`config.mk`:
```
export PLATFORM = sky130hd
export DESIGN_NAME = mem_arbiter
export DESIGN_NICKNAME = d
export VERILOG_FILES = /design/src/rtl/riscv_mem_pkg.sv /design/src/rtl/mem_timeout_ctr.sv /design/src/rtl/mem_arbiter.sv
export SDC_FILE = /design/constraint.sdc
export NUM_CORES = 1
export LEC_CHECK = 0
export ABC_AREA = 0
export CAP_MARGIN = 25
export CORE_MARGIN = 2
export CORE_UTILIZATION = 47
export CTS_CLUSTER_DIAMETER = 60
export DETAILED_ROUTE_END_ITERATION = 7
export PLACE_DENSITY = 0.93
export SLEW_MARGIN = 20
export SYNTH_ARGS = -nofsm -noshare
export SYNTH_HDL_FRONTEND = slang
export SYNTH_SLANG_ARGS = --single-unit
```
`constraint.sdc`:
```
create_clock -name clk -period 4.3 [get_ports clk]
set_clock_uncertainty 0.15 [all_clocks]
set_input_delay 0.86 -clock clk [delete_from_list [all_inputs] [get_ports clk]]
set_output_delay 0.86 -clock clk [all_outputs]
set_load 0.03 [all_outputs]
```
`src/rtl/riscv_mem_pkg.sv`:
```
// Shared definitions for the unified-memory arbiter: data width, the abort
// instruction, and the arbiter state encoding.
package riscv_mem_pkg;
    localparam int XLEN = 32;
    localparam logic [XLEN-1:0] NOP_INSN = 32'h0000_0013;

    typedef enum logic [1:0] {
        ST_IDLE   = 2'd0,
        ST_BUSY_I = 2'd1,
        ST_BUSY_D = 2'd2
    } arb_state_e;
endpackage

```
`src/rtl/mem_timeout_ctr.sv`:
```
// Counts BUSY cycles without an ack; tc_o flags the last allowed cycle.
// TIMEOUT = 0 keeps tc_o low forever.
module mem_timeout_ctr #(
    parameter int unsigned TIMEOUT = 64
) (
    input  logic clk,
    input  logic rst,
    input  logic clr_i,
    input  logic en_i,
    output logic tc_o
);
    localparam int unsigned CW = (TIMEOUT > 1) ? $clog2(TIMEOUT) : 1;
    localparam logic [CW-1:0] LAST = (TIMEOUT == 0) ? '0 : CW'(TIMEOUT - 1);

    logic [CW-1:0] cnt_q, cnt_d;

    always_comb begin
        cnt_d = cnt_q;
        if (clr_i)
            cnt_d = '0;
        else if (en_i)
            cnt_d = cnt_q + 1'b1;
    end

    always_ff @(posedge clk) begin
        if (rst)
            cnt_q <= '0;
        else
            cnt_q <= cnt_d;
    end

    assign tc_o = (TIMEOUT != 0) && (cnt_q == LAST);
endmodule

```
`src/rtl/mem_arbiter.sv`:
```
// Serialises IF and MEM accesses onto one variable-latency memory, returns
// data with one-cycle valid pulses and raises per-port stall requests.
module mem_arbiter
    import riscv_mem_pkg::*;
#(
    parameter int unsigned     TIMEOUT = 64,
    parameter logic [XLEN-1:0] NOP     = NOP_INSN
) (
    input  logic            clk,
    input  logic            rst,
    input  logic            inst_ce_i,
    input  logic [XLEN-1:0] inst_addr_i,
    output logic [XLEN-1:0] inst_o,
    output logic            inst_valid_o,
    input  logic            data_ce_i,
    input  logic            data_we_i,
    input  logic [XLEN-1:0] data_addr_i,
    input  logic [XLEN-1:0] data_wdata_i,
    output logic [XLEN-1:0] data_rdata_o,
    output logic            data_valid_o,
    output logic            if_stall_req_o,
    output logic            mem_stall_req_o,
    output logic            mem_req_o,
    output logic            mem_we_o,
    output logic [XLEN-1:0] mem_addr_o,
    output logic [XLEN-1:0] mem_wdata_o,
    input  logic [XLEN-1:0] mem_rdata_i,
    input  logic            mem_ack_i,
    output logic            err_o
);
    arb_state_e      state_q;
    logic [XLEN-1:0] tag_q, inst_q, drd_q, addr_q, wdata_q;
    logic            iv_q, dv_q, req_q, we_q, err_q;
    logic            busy, tmo;

    assign busy = (state_q != ST_IDLE);

    mem_timeout_ctr #(.TIMEOUT(TIMEOUT)) u_tmo (
        .clk   (clk),
        .rst   (rst),
        .clr_i (!busy || mem_ack_i || tmo),
        .en_i  (busy && !mem_ack_i),
        .tc_o  (tmo)
    );

    always_ff @(posedge clk) begin
        if (rst) begin
            state_q <= ST_IDLE;
            tag_q   <= '0;
            inst_q  <= NOP;
            drd_q   <= '0;
            addr_q  <= '0;
            wdata_q <= '0;
            iv_q    <= 1'b0;
            dv_q    <= 1'b0;
            req_q   <= 1'b0;
            we_q    <= 1'b0;
            err_q   <= 1'b0;
        end else begin
            iv_q <= 1'b0;
            dv_q <= 1'b0;
            case (state_q)
                ST_IDLE: begin
                    // A port pulsing valid this cycle advances at this edge, so skip it
                    if (data_ce_i && !dv_q) begin
                        addr_q  <= data_addr_i;
                        we_q    <= data_we_i;
                        wdata_q <= data_wdata_i;
                        req_q   <= 1'b1;
                        state_q <= ST_BUSY_D;
                    end else if (inst_ce_i && !iv_q) begin
                        addr_q  <= inst_addr_i;
                        tag_q   <= inst_addr_i;
                        we_q    <= 1'b0;
                        req_q   <= 1'b1;
                        state_q <= ST_BUSY_I;
                    end
                end
                ST_BUSY_I: begin
                    if (mem_ack_i || tmo) begin
                        state_q <= ST_IDLE;
                        req_q   <= 1'b0;
                        we_q    <= 1'b0;
                        inst_q  <= mem_ack_i ? mem_rdata_i : NOP;
                        iv_q    <= inst_ce_i && (inst_addr_i == tag_q);
                        if (!mem_ack_i)
                            err_q <= 1'b1;
                    end
                end
                ST_BUSY_D: begin
                    if (mem_ack_i || tmo) begin
                        state_q <= ST_IDLE;
                        req_q   <= 1'b0;
                        we_q    <= 1'b0;
                        dv_q    <= 1'b1;
                        if (!mem_ack_i) begin
                            drd_q <= '0;
                            err_q <= 1'b1;
                        end else if (!we_q) begin
                            drd_q <= mem_rdata_i;
                        end
                    end
                end
                default: state_q <= ST_IDLE;
            endcase
        end
    end

    assign inst_o          = inst_q;
    assign inst_valid_o    = iv_q;
    assign data_rdata_o    = drd_q;
    assign data_valid_o    = dv_q;
    assign mem_req_o       = req_q;
    assign mem_we_o        = we_q;
    assign mem_addr_o      = addr_q;
    assign mem_wdata_o     = wdata_q;
    assign err_o           = err_q;
    // Stall paths see only port inputs and registered valids, never mem_ack_i
    assign if_stall_req_o  = inst_ce_i & ~iv_q;
    assign mem_stall_req_o = data_ce_i & ~dv_q;
endmodule

```
== Word level (Yosys, flattened, before mapping) ==
Index checks and enable logic that the tools add are counted.

* Flip-flop bits (word level): 173
* Bits of input ports: 134
* Word-level logic and storage cells: 73
* Output and inout port bits: 135

* $add $sub $neg: 1
* Mux-type cells: 17
* Bitwise logic cells: 9
* Reduce and logical (&&, ||, !) cells: 27
* Equality and inequality tests: 7

{| class="wikitable"
|+ Operators by type and width
! kind !! number
|-
| two-way mux 32 bit || 5
|-
| equality test 32 bit || 1
|-
| AND reduction 3 bit || 4
|-
| AND reduction 2 bit || 4
|-
| NOT 1 bit || 7
|-
| adder 6 x 1 -> 6 bit (second input constant) || 1
|-
| equality test 6 bit (second input constant) || 1
|-
| two-way mux 1 bit || 6
|-
| two-way mux 2 bit || 3
|-
| nonzero test 2 bit || 3
|-
| OR reduction 2 bit || 3
|-
| logical AND 1 bit || 4
|-
| zero test 1 bit || 4
|-
| one-hot mux 1 bit (2 select lines) || 2
|-
| one-hot mux 2 bit (2 select lines) || 1
|-
| logical OR 1 bit || 3
|-
| != test 3 bit (second input constant) || 1
|-
| OR reduction 3 bit || 1
|-
| bitwise AND 1 bit || 2
|-
| equality test 2 x 1 -> 1 bit (second input constant) || 1
|-
| equality test 2 bit (second input constant) || 1
|-
| zero test 2 bit || 1
|-
| != test 2 x 1 -> 1 bit (second input constant) || 1
|-
| != test 2 bit (second input constant) || 1
|}

== Depth between registers and ports, before layout ==
* Depth after elaboration: 5
* Mapped depth: 9
* Mapped depth without buffers: 6

== Modules after synthesis ==
Synthesis repeated with hierarchy kept, for this count alone.

* Cells, all modules: 794
* Area total of the unflattened synthesis: 7016.7 um2

{| class="wikitable"
|+ Modules (own cells, without submodules)
! module !! area an instance (um2) !! cells an instance !! times used !! seq. area each (um2)
|-
| mem_arbiter || 6755.2 || 765 || 1 || 3343.2
|-
| mem_timeout_ctr || 261.5 || 29 || 1 || 120.1
|}

== Worst setup path before layout ==
OpenSTA, ideal clock, no wires.

* Path type: input port to output port
* Start: input port data_ce_i
* End: output port mem_stall_req_o
* Path buffers: 3
* Arrival time: 1.463 ns
* Slack: 1.827 ns
* Required time: 3.290 ns
* Stages: 5
* Cell sequence: nand2b_1 -> buf_4 -> inv_2 -> buf_6 -> buf_2

* Word-level cells in the longest chain between the ends: 1

{| class="wikitable"
|+ RTL lines
! what !! RTL line !! RTL
|-
| start, declared || mem_arbiter.sv:15 || <nowiki>input logic data_ce_i,</nowiki>
|-
| bitwise AND 1 bit || mem_arbiter.sv:120 || <nowiki>assign mem_stall_req_o = data_ce_i & ~dv_q;</nowiki>
|-
| end, declared || mem_arbiter.sv:22 || <nowiki>output logic mem_stall_req_o,</nowiki>
|}

Every way passes these cells.

== Worst setup path after layout ==
* Start: input port inst_ce_i
* End: output port if_stall_req_o

* Word-level cells in the longest chain between the ends: 1

{| class="wikitable"
|+ RTL lines
! what !! RTL line !! RTL
|-
| start, declared || mem_arbiter.sv:11 || <nowiki>input logic inst_ce_i,</nowiki>
|-
| bitwise AND 1 bit || mem_arbiter.sv:119 || <nowiki>assign if_stall_req_o = inst_ce_i & ~iv_q;</nowiki>
|-
| end, declared || mem_arbiter.sv:21 || <nowiki>output logic if_stall_req_o,</nowiki>
|}

Every way passes these cells.

==> impl_metrics.env <==
export IMPL_start_util_pct=48.4
export IMPL_met1_usage_pct=29.6
export IMPL_worstReg2RegEnd="mem_addr_o[18]$_SDFFE_PP0P_"
export IMPL_slew_violations=0
export IMPL_route_detailed_drc=0
export IMPL_clkLatencyLatePin_ns=0.42
export IMPL_powerDensity_nw_per_um2=401
export IMPL_tns_ns=0
export IMPL_htreeDepth=4
export IMPL_worst_slew_pin_slew_ns=0.698
export IMPL_yosys_warnings=0
export IMPL_r2r_slack_ns=2.00
export IMPL_postLayoutCoreUtil_pct=71.7
export IMPL_r2r_start="state_q[0]$_SDFFE_PP0P_"
export IMPL_place_gp_congestion=0.823
export IMPL_crit_type="in -> out"
export IMPL_cp_max_fo=5
export IMPL_fin_hold_ws_ns=0.295
export IMPL_dieArea_sq_um=15400
export IMPL_cts_buffer_depth=2
export IMPL_fin_crit_sh_pct=78.8
export IMPL_worstPathRequired_ns=3.29
export IMPL_die_w_um=124
export IMPL_regArea_sq_um=3460
export IMPL_slew_limit_headroom_pct=53.4
export IMPL_hold_viol=0
export IMPL_fmaxAchievable_mhz=295
export IMPL_cp_arrival_ns=2.38
export IMPL_setup_slack_ns=0.912
export IMPL_dp_cells=1161
export IMPL_die_h_um=124
export IMPL_use_met3_pct=8.65
export IMPL_n_antenna_cell=0
export IMPL_wl_per_cell_um=16.5
export IMPL_core_area_sq_um=14000
export IMPL_startpoint="inst_ce_i"
export IMPL_yosysTopAreaCellShare_pct=51.2
export IMPL_hpwl_mm=13.9
export IMPL_drt_initial_drc_count=367
export IMPL_synth_fp_nets=896
export IMPL_period_minus_slack_ns=3.39
export IMPL_fillers=993
export IMPL_syn_inst=757
export IMPL_post_route_cell_area_sq_um=10000
export IMPL_synth_area_per_cell_sq_um=8.94
export IMPL_synthTopCellsByArea="dfxtp_1 51%, nand2_1 11%, a311oi_2 6.2%"
export IMPL_ir_drop_v=0.000279
export IMPL_cts_sink_count=173
export IMPL_yosysTopAreaCell="dfxtp_1"
export IMPL_synthDistinctLibCells=38
export IMPL_r2r_cells=6
export IMPL_final_cells=1192
export IMPL_maxCapViolCount=0
export IMPL_p_leak_nw=3.81
export IMPL_grt_pass1_wl_mm=30.3
export IMPL_cts_setup_buffers=0
export IMPL_busiest_layer="met2"
export IMPL_numCtsBuffers=17
export IMPL_ys_seq_elements=173
export IMPL_place_area_sq_um=9510
export IMPL_setup_viol=0
export IMPL_synth_seq_area_share_pct=51.2
export IMPL_track_usage_pct=25.3
export IMPL_cp_end_kind="output port"
export IMPL_grt_max_degree=54
export IMPL_antenna_found_initial=0
export IMPL_fin_nets=1139
export IMPL_outcome="finished clean"
export IMPL_syn_cell_area_sq_um=6770
export IMPL_use_met2_pct=42.9
export IMPL_cts_resized=0
export IMPL_syn_to_final_growth_pct=48.3
export IMPL_io_pins=269
export IMPL_preCtsSetupSlack_ns=0.908
export IMPL_routed_wl_mm=19.7
export IMPL_root_buffer="clkbuf_16"
export IMPL_holdCritPathClass="reg -> reg"
export IMPL_start_kind="input pin"
export IMPL_first_pass_iters=5
export IMPL_row_count=43
export IMPL_totalPowerFinal_mw=4.02
export IMPL_multi_input_comb_area_sq_um=3010
export IMPL_cts_tree="yes"
export IMPL_clk_pin_slew_ns=0.06
export IMPL_rsz0062_at_grt="no"
export IMPL_grt_pass1_vias=6186
export IMPL_overflow=0
export IMPL_layout_drive_gt1_share_pct=7.71
export IMPL_ant_nets=0
export IMPL_holdBufCountCts=0
export IMPL_via_count=6372
export IMPL_endpoint="if_stall_req_o"
export IMPL_port_buffer_count=268
export IMPL_via_per_inst=5.35
report_power, final:
part | switching, mW | total (mW) | internal [mW]
Combinational | 0.493 | 0.874 | 0.381
Clock | 0.621 | 1.39 | 0.765
Sequential | 0.0571 | 1.77 | 1.71
cell families after synthesis:
logic type                 Yosys count  synth area share (%)
AOI/OAI and AO/OA                  177                  20.7
adders and majority gates            5                 0.924
buffers and inverters               62                  4.62
DFF                                173                  51.2
xor gates and xnor gates            36                  4.66
and+or+nand+nor                    304                  17.9
registers in the layout (all words and copies together) (netlist names):
register and cells:
data_rdata_o 32, inst_o 32, mem_addr_o 32, mem_wdata_o 32, tag_q 32, u_tmo.cnt_q 6
state_q 2, data_valid_o 1, err_o 1, inst_valid_o 1, mem_req_o 1, mem_we_o 1
area by class of cell:
cell class | count | share of cell area, %
well taps | 180 | 2.24
clock inverters | 10 | 0.673
flip-flops and latches | 173 | 34.5
inverters | 5 | 0.187
clock buffers | 21 | 4.59
repair buffers | 281 | 27.9
multi-input cells | 522 | 29.9
worst max-delay path: stages:
cell and delay [ns]:
clkdlybuf4s50_1 0.48, nor2b_1 0.30, clkdlybuf4s50_1 0.74
per-layer routing:
layer	wire, um	vias to the layer above
li1	-	3079
met1	7830	3003
met2	9640	258
met3	1720	32
met4	503	0
met5	0	-
cell usage after synthesis, drive strengths merged:
cell	number
nand3	4
ha	5
or3	1
o21ai	3
nor3b	1
a21oi	69
nor2b	2
and2	3
nor2	72
o41ai	1
o22ai	3
nand4	3
dfxtp	173
o21a	1
clkbuf	28
a22oi	29
inv	5
o31ai	2
nand2b	2
a31oi	1
a311oi	32
buf	29
nor3	1
and3	5
xor2	34
o311ai	1
a21boi	1
o211ai	1
nand2	202
a22o	32
xnor2	2
a31o	1
nor4	8
layout by cell type, fill, tap and decap left out, drive strengths merged, types with 15 or more instances in the layout:
cell type	instances
a21oi	69
nor2	72
nand2	202
xor2	34
clkdlybuf4s50	266
a311oi	32
dfxtp	173
clkbuf	21
a22oi	29
a22o	32
buf	15
worst min path at each step:
stage,start,end,slack [ns],depth (start not counted)
3_3_place_gp,u_tmo.cnt_q[0]$_SDFFE_PP0N_,u_tmo.cnt_q[0]$_SDFFE_PP0N_,0.28,1
3_5_place_dp,u_tmo.cnt_q[0]$_SDFFE_PP0N_,u_tmo.cnt_q[0]$_SDFFE_PP0N_,0.29,1
6_report,u_tmo.cnt_q[0]$_SDFFE_PP0N_,u_tmo.cnt_q[0]$_SDFFE_PP0N_,0.30,1
5_1_grt,mem_wdata_o[1]$_SDFFE_PP0P_,mem_wdata_o[1]$_SDFFE_PP0P_,0.32,2
4_1_cts,u_tmo.cnt_q[0]$_SDFFE_PP0N_,u_tmo.cnt_q[0]$_SDFFE_PP0N_,0.30,1
2_1_floorplan,u_tmo.cnt_q[0]$_SDFFE_PP0N_,u_tmo.cnt_q[0]$_SDFFE_PP0N_,0.26,1
Power figures use the tool's default switching activity.
